File: src/rtl/fifo_pkg.sv
// Shared FIFO package: word width default, skid-buffer depth and the
// pointer helper used by both the read-side stream and the write-side code.
package fifo_pkg;

  localparam int WIDTH_DEF = 8;
  localparam int BUF_DEPTH = 3;
  localparam int PTR_W     = 2;

  typedef logic [PTR_W-1:0] ptr_t;

  // Advance a buffer pointer, wrapping from the last entry (2) back to 0.
  function automatic ptr_t ptr_inc(input ptr_t p);
    return (p == ptr_t'(BUF_DEPTH - 1)) ? '0 : p + ptr_t'(1);
  endfunction

endpackage

File: src/rtl/fifo_rd_skid_buf.sv
// Three-entry circular skid buffer for the FIFO read stream.
// Holds prefetched words; head feeds the output, tail takes captured words.
module fifo_rd_skid_buf
  import fifo_pkg::*;
#(
  parameter int WIDTH = WIDTH_DEF
) (
  input  logic             rd_clk,
  input  logic             reset,
  input  logic             clear,
  input  logic             wr_en,
  input  logic [WIDTH-1:0] wr_data,
  input  logic             rd_en,
  output logic [WIDTH-1:0] rd_data,
  output logic [1:0]       level
);

  logic [WIDTH-1:0] mem [0:BUF_DEPTH-1];
  ptr_t             head;
  ptr_t             tail;

  // Storage, pointers and occupancy; clear empties the buffer without
  // touching the stored words.
  always_ff @(posedge rd_clk or posedge reset) begin
    if (reset) begin
      head  <= '0;
      tail  <= '0;
      level <= '0;
      // NOTE: the storage is reset as well so the head word reads 0 straight
      // out of reset; with only three entries this is cheap.
      for (int i = 0; i < BUF_DEPTH; i++) begin
        mem[i] <= '0;
      end
    end else if (clear) begin
      head  <= '0;
      tail  <= '0;
      level <= '0;
    end else begin
      if (wr_en) begin
        mem[tail] <= wr_data;
        tail      <= ptr_inc(tail);
      end
      if (rd_en) begin
        head <= ptr_inc(head);
      end
      case ({wr_en, rd_en})
        2'b10:   level <= level + 2'd1;
        2'b01:   level <= level - 2'd1;
        default: level <= level;
      endcase
    end
  end

  assign rd_data = mem[head];

endmodule

File: src/rtl/fifo_rd_stream.sv
// Read-side consumer of the asynchronous FIFO: pops words and presents them
// as a first-word-fall-through valid/ready stream through a 3-entry skid
// buffer. Pop requests never depend on out_ready.
// Optional statistics counters are built when FIFO_RD_STREAM_STATS_EN is
// defined; otherwise word_cnt and stall_cnt are tied to 0.
module fifo_rd_stream
  import fifo_pkg::*;
#(
  parameter int WIDTH = WIDTH_DEF,
  parameter int CNT_W = 16
) (
  input  logic             rd_clk,
  input  logic             reset,
  input  logic             fifo_empty,
  output logic             fifo_rd_en,
  input  logic [WIDTH-1:0] fifo_rd_data,
  input  logic             flush,
  output logic             out_valid,
  input  logic             out_ready,
  output logic [WIDTH-1:0] out_data,
  output logic [1:0]       level,
  output logic [CNT_W-1:0] word_cnt,
  output logic [CNT_W-1:0] stall_cnt
);

  logic       inflight;
  logic       capture;
  logic       accept;
  logic [2:0] committed;

  // Words already owned by this block: buffered plus the one on its way.
  assign committed = {1'b0, level} + {2'b00, inflight};

  // Pop only when a slot is guaranteed for the returning word; held low in
  // reset so no pop is issued while the FIFO itself is being reset.
  assign fifo_rd_en = !reset && !fifo_empty && !flush &&
                      (committed < 3'(BUF_DEPTH));

  // A word arriving during a flush belongs to the discarded stream.
  assign capture   = inflight && !flush;
  assign out_valid = (level != 2'd0);
  assign accept    = out_valid && out_ready;

  // Track the pop issued last cycle; its data arrives this cycle.
  always_ff @(posedge rd_clk or posedge reset) begin
    if (reset) begin
      inflight <= 1'b0;
    end else begin
      // NOTE: sequential state uses non-blocking assignment so every flop
      // samples its inputs as they were before the edge.
      inflight <= fifo_rd_en;
    end
  end

  fifo_rd_skid_buf #(
    .WIDTH (WIDTH)
  ) u_skid (
    .rd_clk  (rd_clk),
    .reset   (reset),
    .clear   (flush),
    .wr_en   (capture),
    .wr_data (fifo_rd_data),
    .rd_en   (accept),
    .rd_data (out_data),
    .level   (level)
  );

`ifdef FIFO_RD_STREAM_STATS_EN
  // Saturating delivery and starvation counters; flush leaves them intact.
  always_ff @(posedge rd_clk or posedge reset) begin
    if (reset) begin
      word_cnt  <= '0;
      stall_cnt <= '0;
    end else begin
      if (accept && (word_cnt != '1)) begin
        word_cnt <= word_cnt + CNT_W'(1);
      end
      if (out_ready && !out_valid && (stall_cnt != '1)) begin
        stall_cnt <= stall_cnt + CNT_W'(1);
      end
    end
  end
`else
  assign word_cnt  = '0;
  assign stall_cnt = '0;
`endif

endmodule

File: config.mk
export PLATFORM = sky130hd
export DESIGN_NAME = fifo_rd_stream
export DESIGN_NICKNAME = d
export VERILOG_FILES = /design/src/rtl/fifo_pkg.sv /design/src/rtl/fifo_rd_skid_buf.sv /design/src/rtl/fifo_rd_stream.sv
export SDC_FILE = /design/constraint.sdc
export NUM_CORES = 1
export LEC_CHECK = 0
export BUFFER_PORTS_ARGS = -buffer_cell sky130_fd_sc_hd__buf_2
export CORE_MARGIN = 10
export CORE_UTILIZATION = 45
export CTS_CLUSTER_SIZE = 10
export DETAILED_ROUTE_END_ITERATION = 7
export PLACE_DENSITY = 0.72
export SYNTH_ARGS = -nofsm -noshare
export SYNTH_HDL_FRONTEND = slang
export SYNTH_HIERARCHICAL = 1
export SYNTH_SLANG_ARGS = --single-unit
File: constraint.sdc
create_clock -name rd_clk -period 1.6 [get_ports rd_clk]
set_input_delay 0.32 -clock rd_clk [delete_from_list [all_inputs] [get_ports rd_clk]]
set_output_delay 0.32 -clock rd_clk [all_outputs]
set_load 0.02 [all_outputs]
# Word level (Yosys, flattened, before mapping)
# Cells that the tools add are included.
dict set report word_totals {
  ff_bits 31
  input_bits 13
  output_inout_bits 44
}
dict set report classes {
  addsub 5
  n_lt_le_gt_ge 4
  n_eq_ne 4
  n_mux 14
  n_bitwise 3
  n_reduce_logical 14
}
# op count
set ops {}
lappend ops {{$bwmux 24} 1}
lappend ops {{$mux 8} 3}
lappend ops {{$bmux 8 s2} 1}
lappend ops {{$demux 8 s2} 1}
lappend ops {{$mux 2} 7}
lappend ops {{$add 2x1->2 const B} 3}
lappend ops {{$eq 2x2->1 const B} 3}
lappend ops {{$ge 3x3->1 const B} 2}
lappend ops {{$logic_and 1x1->1} 6}
lappend ops {{$not 2->3} 2}
lappend ops {{$reduce_bool 2->1} 3}
lappend ops {{$pmux 2 s2} 1}
lappend ops {{$add 2x1->3} 1}
lappend ops {{$logic_not 1->1} 3}
lappend ops {{$lt 3x1->1 const B} 1}
lappend ops {{$lt 3x2->1 const B} 1}
lappend ops {{$reduce_bool 3->1} 1}
lappend ops {{$eq 2x1->1 const B} 1}
lappend ops {{$reduce_and 2->1} 1}
lappend ops {{$sub 2x1->2 const B} 1}
lappend ops {{$not 1->1} 1}

# Logic depth before layout (Yosys ltp)
# Gate-level depths: netlist of the first run.
dict set report depth {
  word_depth 6
  mapped_depth 5
  depth_no_buf 5
}

# Modules after synthesis
# Netlist of the first run, hierarchy kept.
# mod n_inst cells_per_inst area_each_um2
set by_module_without_submodules {}
lappend by_module_without_submodules {fifo_rd_skid_buf 1 109 1401.3}
lappend by_module_without_submodules {fifo_rd_stream 1 42 329.1}

# Worst setup path before layout of the first run
# OpenSTA, ideal clock, no wires.
dict set report synth_timing {
  path_type {reg-to-output}
  startpoint {register u_skid.level[0]}
  endpoint {output fifo_rd_en}
  arrival_time_ps 1640
  path_slack_ps -360
  path_stages_with_launch 5
  path_buffers 0
  path_cell_list {dfrtp_1 > ha_1 > ha_1 > or4_1 > a21oi_1}
}
dict set report synth_between {
  elab_chain_cells 3
}
# element line_no
set synth_rtl {}
lappend synth_rtl {{start: declaration} fifo_rd_skid_buf.sv:15} ;# output logic [1:0] level
lappend synth_rtl {{start signal: assignment} fifo_rd_skid_buf.sv:47} ;# 2'b10: level <= level + 2'd1;
lappend synth_rtl {{start signal: assignment} fifo_rd_skid_buf.sv:48} ;# 2'b01: level <= level - 2'd1;
lappend synth_rtl {{start signal: assignment} fifo_rd_skid_buf.sv:49} ;# default: level <= level;
lappend synth_rtl {{$add 2x1->3} fifo_rd_stream.sv:32} ;# assign committed = {1'b0, level} + {2'b00, inflight};
lappend synth_rtl {{$lt 3x2->1} fifo_rd_stream.sv:37} ;# (committed < 3'(BUF_DEPTH));
lappend synth_rtl {{$logic_and 1x1->1} fifo_rd_stream.sv:36} ;# assign fifo_rd_en = !reset && !fifo_empty && !flush &&
lappend synth_rtl {{end: declaration} fifo_rd_stream.sv:15} ;# output logic fifo_rd_en,
# No other way between the ends.

# Final worst setup path of the first run
# Ends and elaborated chain as after synthesis.

==> results by stage, run 1 <==
Global routing:
- The number of global-route vias before repair was about 1,300.
- The first global-routing pass estimated 6120 µm of wire.
- In the global route stage, overall resource usage came out at 0.117.
- Entering global routing, the biggest net connects 31 pins.
- The total overflow left after global routing is 0.
- The number of antenna violations at the first check in global routing is 0.

Logic synthesis:
- Synthesis produced a netlist whose cell count is 151.
- The fraction of the yosys area taken by sequential cells is 0.448.
- The number of flip-flops and latches in the synthesized netlist is 31.
- The mean area per synthesized cell is about 11 µm².
- After synthesis, the netlist uses 28 different library cells.
- For this run, the number of Yosys warnings is 6.
- The cell area after synthesis is about 1700 µm².

Route:
- The total number of vias is 1,187.
- The sum of routed wire length over all layers is 4100 µm.
- The number of optimization iterations in the first detailed-route pass is 6.
- The average wire length per cell after detail routing is roughly 16 µm.
- For this run, design rule violations remaining after detail routing come to 0.
- Using the TritonRoute via totals, the vias-per-cell ratio works out to roughly 4.8.
- The count of nets left with antenna violations once routing finished came out at 0.
- For this block, the initial DRC count from the detailed router was 44.

Placement:
- The placed instances occupy a cell area of 1910 µm².
- Input and output buffers added on the ports amount to 24.
- The detailed placer's ending HPWL is ~2800 µm.
- At the end of routability-driven placement, the weighted congestion stood at 0.714.
- At the placement stage, the worst setup path has a slack of -0.171 ns.
- Counting tap cells, the placed design contains a total of about 230 instances.

CTS:
- The clock latency at the later pin of the worst-skew pair is between 0.2 and 0.3 ns.
- Clock tree synthesis selected as its root buffer the cell sky130_fd_sc_hd__clkbuf_8.
- Clock tree synthesis found a total of 31 sinks.
- The maximum level of the CTS H-tree is 2.
- Clock-pin slew was measured on the worst setup and hold paths at 0.06 ns.
- TritonCTS built the clock tree.
- The number of buffers added by the clock tree synthesis step is 5.
- The buffer depth of the longest clock path is 2.

STA:
- Counting I/O delays and the setup requirement, the final critical path takes ~2.1 ns.
- In the post-route analysis, the smallest setup slack over all paths is -0.452 ns.
- Setup violations remaining at the end of the flow were counted as 9.
- For the final database, setup skew stands at between 0.004 and 0.005 ns.
- The final total negative setup slack is -0.868 ns.
- Setup repair after global routing could not meet its margin everywhere.
- The final hold violation count was 0.
- Based on the critical path, the design can be clocked at up to around 0.5 GHz.
- The final worst-path cycle share is 1.28.
- The final max-slew violation count came to 0.

Power:
- The cell area power density is around 1100 nW/µm².
- The worst IR drop on VDD is just under 0.8 mV.
- The overall power consumption is around 2400 µW.
- The analysis attributes to cell leakage a power of ~0.0011 µW.

Floorplanning:
- The initial standard-cell utilization of the core is 0.469.
- The top-level port count is 57.
- The horizontal die dimension is around 82 µm.
- The die covers ~6700 µm².
- The number of rows in the core area is 22.
- The core outline area is 3690 µm².
- Measured along the y axis, the die boundary spans 82.0 µm.

Layout:
- The commonest non-fill, non-tap cell in the layout is sky130_fd_sc_hd__conb_1.
- The number of inserted diodes is 0.
- The post-route cell area is around 2300 µm².
- The synthesis-to-layout area growth is 32.3%.
- The number of inserted filler cells in the final layout is roughly 270.
- The final-stage net count is 215.
- Excluding fillers, the count of instances in the completed layout stands at approximately 250.
- In the layout the commonest cells are sky130_fd_sc_hd__conb_1, sky130_fd_sc_hd__dfrtp_1, sky130_fd_sc_hd__mux2_2.
- The ratio of cells with drive above 1 in the final layout is 0.567.

Run status:
- The flow ran to the end, but the final reports show violations.
- The checks that failed: setup timing.

Worst setup path:
- The slack of the worst reg-to-reg path is about 0.010 ns.
- At the worst endpoint, the required time is around 1.3 ns.
- At the worst endpoint, the arrival time is between 1.5 and 2 ns.
- The critical path capture point type is an output pin.
- The worst setup path is launched from a flip-flop.
- The highest fanout seen on the critical path is 2.
- The class of the most critical setup path is flip-flop to output pin.

Run:
- Across the run, the number of max-cap violations was 0.

Min path:
- The path class of the tightest hold or removal check is primary input to asynchronous set/reset pin.
cell usage after synthesis:
| cell | n | area share |
|---|---|---|
| sky130_fd_sc_hd__a21oi_1 | 2 | 0.0058 |
| sky130_fd_sc_hd__and2_1 | 2 | 0.0072 |
| sky130_fd_sc_hd__and3b_1 | 1 | 0.0051 |
| sky130_fd_sc_hd__buf_2 | 1 | 0.0029 |
| sky130_fd_sc_hd__buf_4 | 34 | 0.15 |
| sky130_fd_sc_hd__clkbuf_1 | 1 | 0.0022 |
| sky130_fd_sc_hd__conb_1 | 1 | 0.0022 |
| sky130_fd_sc_hd__dfrtp_1 | 31 | 0.45 |
| sky130_fd_sc_hd__ha_1 | 2 | 0.014 |
| sky130_fd_sc_hd__inv_1 | 2 | 0.0043 |
| sky130_fd_sc_hd__mux2_2 | 26 | 0.17 |
| sky130_fd_sc_hd__mux2i_1 | 9 | 0.052 |
| sky130_fd_sc_hd__nand2_1 | 9 | 0.020 |
| sky130_fd_sc_hd__nand2_2 | 1 | 0.0036 |
| sky130_fd_sc_hd__nand2b_1 | 1 | 0.0036 |
| sky130_fd_sc_hd__nand2b_4 | 1 | 0.0080 |
| sky130_fd_sc_hd__nand3b_2 | 1 | 0.0065 |
| sky130_fd_sc_hd__nor2_1 | 5 | 0.011 |
| sky130_fd_sc_hd__nor2_4 | 1 | 0.0065 |
| sky130_fd_sc_hd__nor2b_1 | 2 | 0.0072 |
| sky130_fd_sc_hd__nor3_1 | 2 | 0.0058 |
| sky130_fd_sc_hd__nor3_4 | 2 | 0.019 |
| sky130_fd_sc_hd__nor3b_1 | 2 | 0.0087 |
| sky130_fd_sc_hd__o21ai_0 | 8 | 0.023 |
| sky130_fd_sc_hd__o22ai_1 | 1 | 0.0036 |
| sky130_fd_sc_hd__or2_2 | 1 | 0.0036 |
| sky130_fd_sc_hd__or4_1 | 1 | 0.0043 |
| sky130_fd_sc_hd__xor2_1 | 1 | 0.0051 |
where the power goes:
group          switching [µW]  total (µW)  internal, µW  leakage, µW
Clock                     288         791           503    0.0000612
Combinational             386         731           345     0.000665
Sequential               55.5         915           859     0.000413
critical path, stage by stage (launching register included):
cell	delay [ns]
sky130_fd_sc_hd__dfrtp_2	0.42
sky130_fd_sc_hd__ha_4	0.16
sky130_fd_sc_hd__ha_2	0.15
sky130_fd_sc_hd__or4_4	0.43
sky130_fd_sc_hd__a21oi_4	0.15
sky130_fd_sc_hd__buf_6	0.14
cell type report:
class	instances	area, µm²	share of cell area
sequential	31	778	0.340
tap	48	60.1	0.0262
timing repair buffer	47	400	0.175
inverter	2	7.51	0.00328
clock buffer	6	82.6	0.0361
multi-input combinational	113	926	0.404
clock inverter	2	35.0	0.0153
registers in the layout, summed over array words and instances, names as in the netlist:
signal	count
inflight	1
u_skid/tail	2
u_skid/mem	24
u_skid/level	2
u_skid/head	2
routing by layer:
metal  share of wire  global-route usage
met3            0.12              0.0426
met2            0.50               0.217
met1            0.36               0.119
met5               0                   0
met4           0.026              0.0340
final timing paths:
check                                       startpoint                          to  cells past startpoint
min in group rd_clk                    fifo_rd_data[0]  u_skid/mem[16]$_DFFE_PP0P_                      2
max reg2reg                         inflight$_DFF_PP0_  u_skid/mem[18]$_DFFE_PP0P_                      7
min                                              reset  u_skid/mem[19]$_DFFE_PP0P_                      3
max in group asynchronous                        reset          inflight$_DFF_PP0_                      3
max                        u_skid/level[0]$_DFFE_PP0P_                  fifo_rd_en                      5
min reg2reg                 u_skid/mem[13]$_DFFE_PP0P_  u_skid/mem[13]$_DFFE_PP0P_                      1
logic make-up after synthesis:
family,share of synthesized area
muxes,0.221
DFF,0.448
and+or+nand+nor,0.119
other,0.00217
adders and majority gates,0.0145
AOI/OAI and AO/OA,0.0325
xor gates and xnor gates,0.00506
buffers and inverters,0.157
through the flow:
step                      utilization  hold WS (ns)
after detailed placement        0.518         0.182
after CTS                       0.591         0.121
after global placement          0.518         0.173
after floorplan                     -        0.0487
after global routing            0.621         0.153
final                           0.621         0.122
what timing repair did:
item | in CTS | in global routing
hold buffers | 1 | 0
endpoints found under the setup margin | 21 | 36
pin swaps | 7 | 4
gates resized for setup | 36 | 27
hold endpoints to repair | 1 | 0
setup buffers | 5 | 1
Note: power is estimated with default switching activity, not from simulation.
==> inputs of run 2 (changes only) <==
--- a/config.mk
+++ b/config.mk
@@ -11,6 +11,7 @@
 export CTS_CLUSTER_SIZE = 10
 export DETAILED_ROUTE_END_ITERATION = 7
 export PLACE_DENSITY = 0.72
+export REMOVE_ABC_BUFFERS = 1
 export SYNTH_ARGS = -nofsm -noshare
 export SYNTH_HDL_FRONTEND = slang
 export SYNTH_HIERARCHICAL = 1
==> results by stage, run 2 (synthesis gave the netlist of run 1 again) <==
Worst setup path:
- The worst setup path is of the flip-flop to output pin kind.
- The data required time at the worst endpoint is 1.28 ns.
- Along the worst path, the maximum fanout reaches 2.
- The worst endpoint data arrival time is around 1.8 ns.
- STA classifies the critical path endpoint as an output pin.
- The most critical setup path has its startpoint at u_skid/level[0]$_DFFE_PP0P_.
- The worst setup path is launched from a flip-flop.
- The startpoint identified for the worst register-to-register timing path is u_skid/level[0]$_DFFE_PP0P_.

Route:
- The vias per cell is 4.66.
- Summed over all layers, the routed wires come to just under 4000 µm.
- In the final routed layout, each cell accounts on average for 15.4 µm.
- The routed layout has roughly 1,200 vias.
- The iteration-0 DRC count of the detailed router is between 40 and 50.
- The post-route DRC violation count is 0.
- The count of nets left with antenna violations once routing finished came out at 0.
- The number of optimization iterations in the first detailed-route pass is 4.

CTS:
- Clock tree synthesis inserted a total of 5 buffers.
- The clock tree synthesis step divided the H-tree into 2 levels.
- The buffer depth of the longest clock path is 2.
- The clock latency at the later pin of the worst-skew pair is 0.27 ns.
- TritonCTS built the clock tree.
- The buffer type at the clock tree root is sky130_fd_sc_hd__clkbuf_8.
- The CTS sink count is 31.
- The clock-pin slew of the registers on the worst-case setup and hold paths is ~0.060 ns.

STA:
- Setup repair after global routing could not meet its margin everywhere.
- The final hold violation count is 0.
- The final max-slew violation count is 0.
- The final setup violation count is 4.
- The final worst slack is -0.485 ns.
- Hold is met by ~0.30 ns.
- Between clock sinks in the finished design, the worst skew comes to roughly 0.0018 ns.
- Static timing analysis puts the maximum clock frequency at about 0.48 GHz.
- The final worst-path cycle share is 1.30.
- Subtracting the final worst setup slack from the clock period gives 2.08 ns.

Run status:
- The run finished, with violations left.
- The checks that failed: setup timing.

Layout:
- The number of flip-flops under the largest register name is 24.
- Summing all multi-input logic gate instances after layout gives ~900 µm².
- The final cell count without fillers is between 200 and 300.
- In the final layout, the share of cells above drive strength 1 is 0.574.
- The repair_antennas step left the layout with diodes totalling 0.
- The top register by number of flip-flops is u_skid/mem.
- The area taken by flip-flops and latches is 776 µm².
- The synthesis-to-layout area growth is 30.6%.
- The library cell used most frequently in the layout, excluding fill and tap cells, is sky130_fd_sc_hd__conb_1.
- In the layout the commonest cells are sky130_fd_sc_hd__conb_1, sky130_fd_sc_hd__dfrtp_1, sky130_fd_sc_hd__mux2_2.
- The final-stage net count is between 200 and 250.
- Fill cells in the final layout number around 300.
- The post-route cell area is ~2300 µm².

Run:
- Across the run, the number of max-cap violations was 0.

Power:
- The cell leakage power is 0.00111 µW.
- The cell area power density is 988 nW/µm².
- The worst-case IR drop observed on VDD is 0.887 mV.

Global routing:
- The number of global-route vias before repair is ~1,300.
- The pin count of the biggest net entering global routing is 31.
- The number of antenna violations at the first check in global routing came to 0.
- The wire length of the first global-routing pass is roughly 5600 µm.
- The overflow left after global routing is 0.
- The total routing usage reported by global routing is 0.106.

Floorplanning:
- The top-level port count is 57.
- The number of rows in the core area is 22.
- In this run the vertical extent of the chip is slightly above 80 µm.
- The die covers between 6000 and 7000 µm².
- For this configuration, the core starts out at a cell density of 0.469.
- The floorplan step set the die width to between 80 and 90 µm.
- After floorplanning, the core was sized to cover 3690 µm².

Min path:
- The beginning of the worst hold path is fifo_rd_data[0].
- The class of the tightest hold or removal check is primary input to flip-flop.

Placement:
- The detailed placer's ending HPWL is about 2700 µm.
- The cell count after placement is between 200 and 250.
- The instance area after placement is 1890 µm².
- Routability-driven placement finished with a final weighted congestion of about 0.81.
- The number of buffers inserted by port buffering is 24.
==> run 2: final timing paths <==
| kind | to | slack, ns | cells past startpoint |
|---|---|---|---|
| worst max-delay path | fifo_rd_en | -0.48 | 5 |
| worst min-delay path | u_skid/mem[16]$_DFFE_PP0P_ | 0.30 | 2 |
| worst max register to register | inflight$_DFF_PP0_ | -0.41 | 11 |
| worst min register to register | u_skid/mem[12]$_DFFE_PP0P_ | 0.51 | 1 |
| max in group asynchronous | u_skid/mem[17]$_DFFE_PP0P_ | 0.53 | 5 |
| min in group asynchronous | inflight$_DFF_PP0_ | 0.56 | 4 |
==> run 2: power by group <==
group / total, µW / internal [µW] / switching, µW / leakage [µW]
clock: 591 / 336 / 255 / 0.0000470
sequential: 916 / 858 / 57.6 / 0.000416
combinational: 725 / 347 / 378 / 0.000648
==> run 2: layout make-up <==
type / count / share of cell area
multi-input cells: 113 / 0.408
flip-flops and latches: 31 / 0.343
repair buffers: 51 / 0.181
clock buffers: 6 / 0.0365
well taps: 48 / 0.0266
inverters: 2 / 0.00332
clock inverters: 1 / 0.00221
==> run 2: what timing repair did <==
action	in CTS	in global routing
hold buffers	1	0
endpoints found under the setup margin	11	22
buffers inserted	1	10
gates cloned	0	0
hold endpoints to repair	1	0
gates resized for setup	28	37
pin swaps	6	4
==> run 2: stage by stage <==
stage / util / total power [µW] / setup WS, ns / setup TNS [ns]
after floorplan: - / 1260 / -0.360 / -2.04
after global placement: 0.513 / 1430 / -0.165 / -0.165
after detailed placement: 0.513 / 1440 / -0.263 / -0.263
after CTS: 0.560 / 2110 / -0.444 / -0.556
after global routing: 0.613 / 2360 / -0.535 / -1.57
final: 0.613 / 2230 / -0.485 / -0.917
==> run 2: worst max-delay path, stage by stage, from the launching register on <==
cell	delay [ns]
sky130_fd_sc_hd__dfrtp_1	0.39
sky130_fd_sc_hd__ha_2	0.21
sky130_fd_sc_hd__ha_4	0.16
sky130_fd_sc_hd__or4_4	0.44
sky130_fd_sc_hd__a21oi_4	0.16
sky130_fd_sc_hd__buf_6	0.14
==> run 2: routing by layer <==
metal	wire (µm)	up-vias	track usage
met5	0	-	0
met4	38	0	0.0391
met3	331	6	0.0338
met2	2010	43	0.195
met1	1510	576	0.110
li1	-	550	-
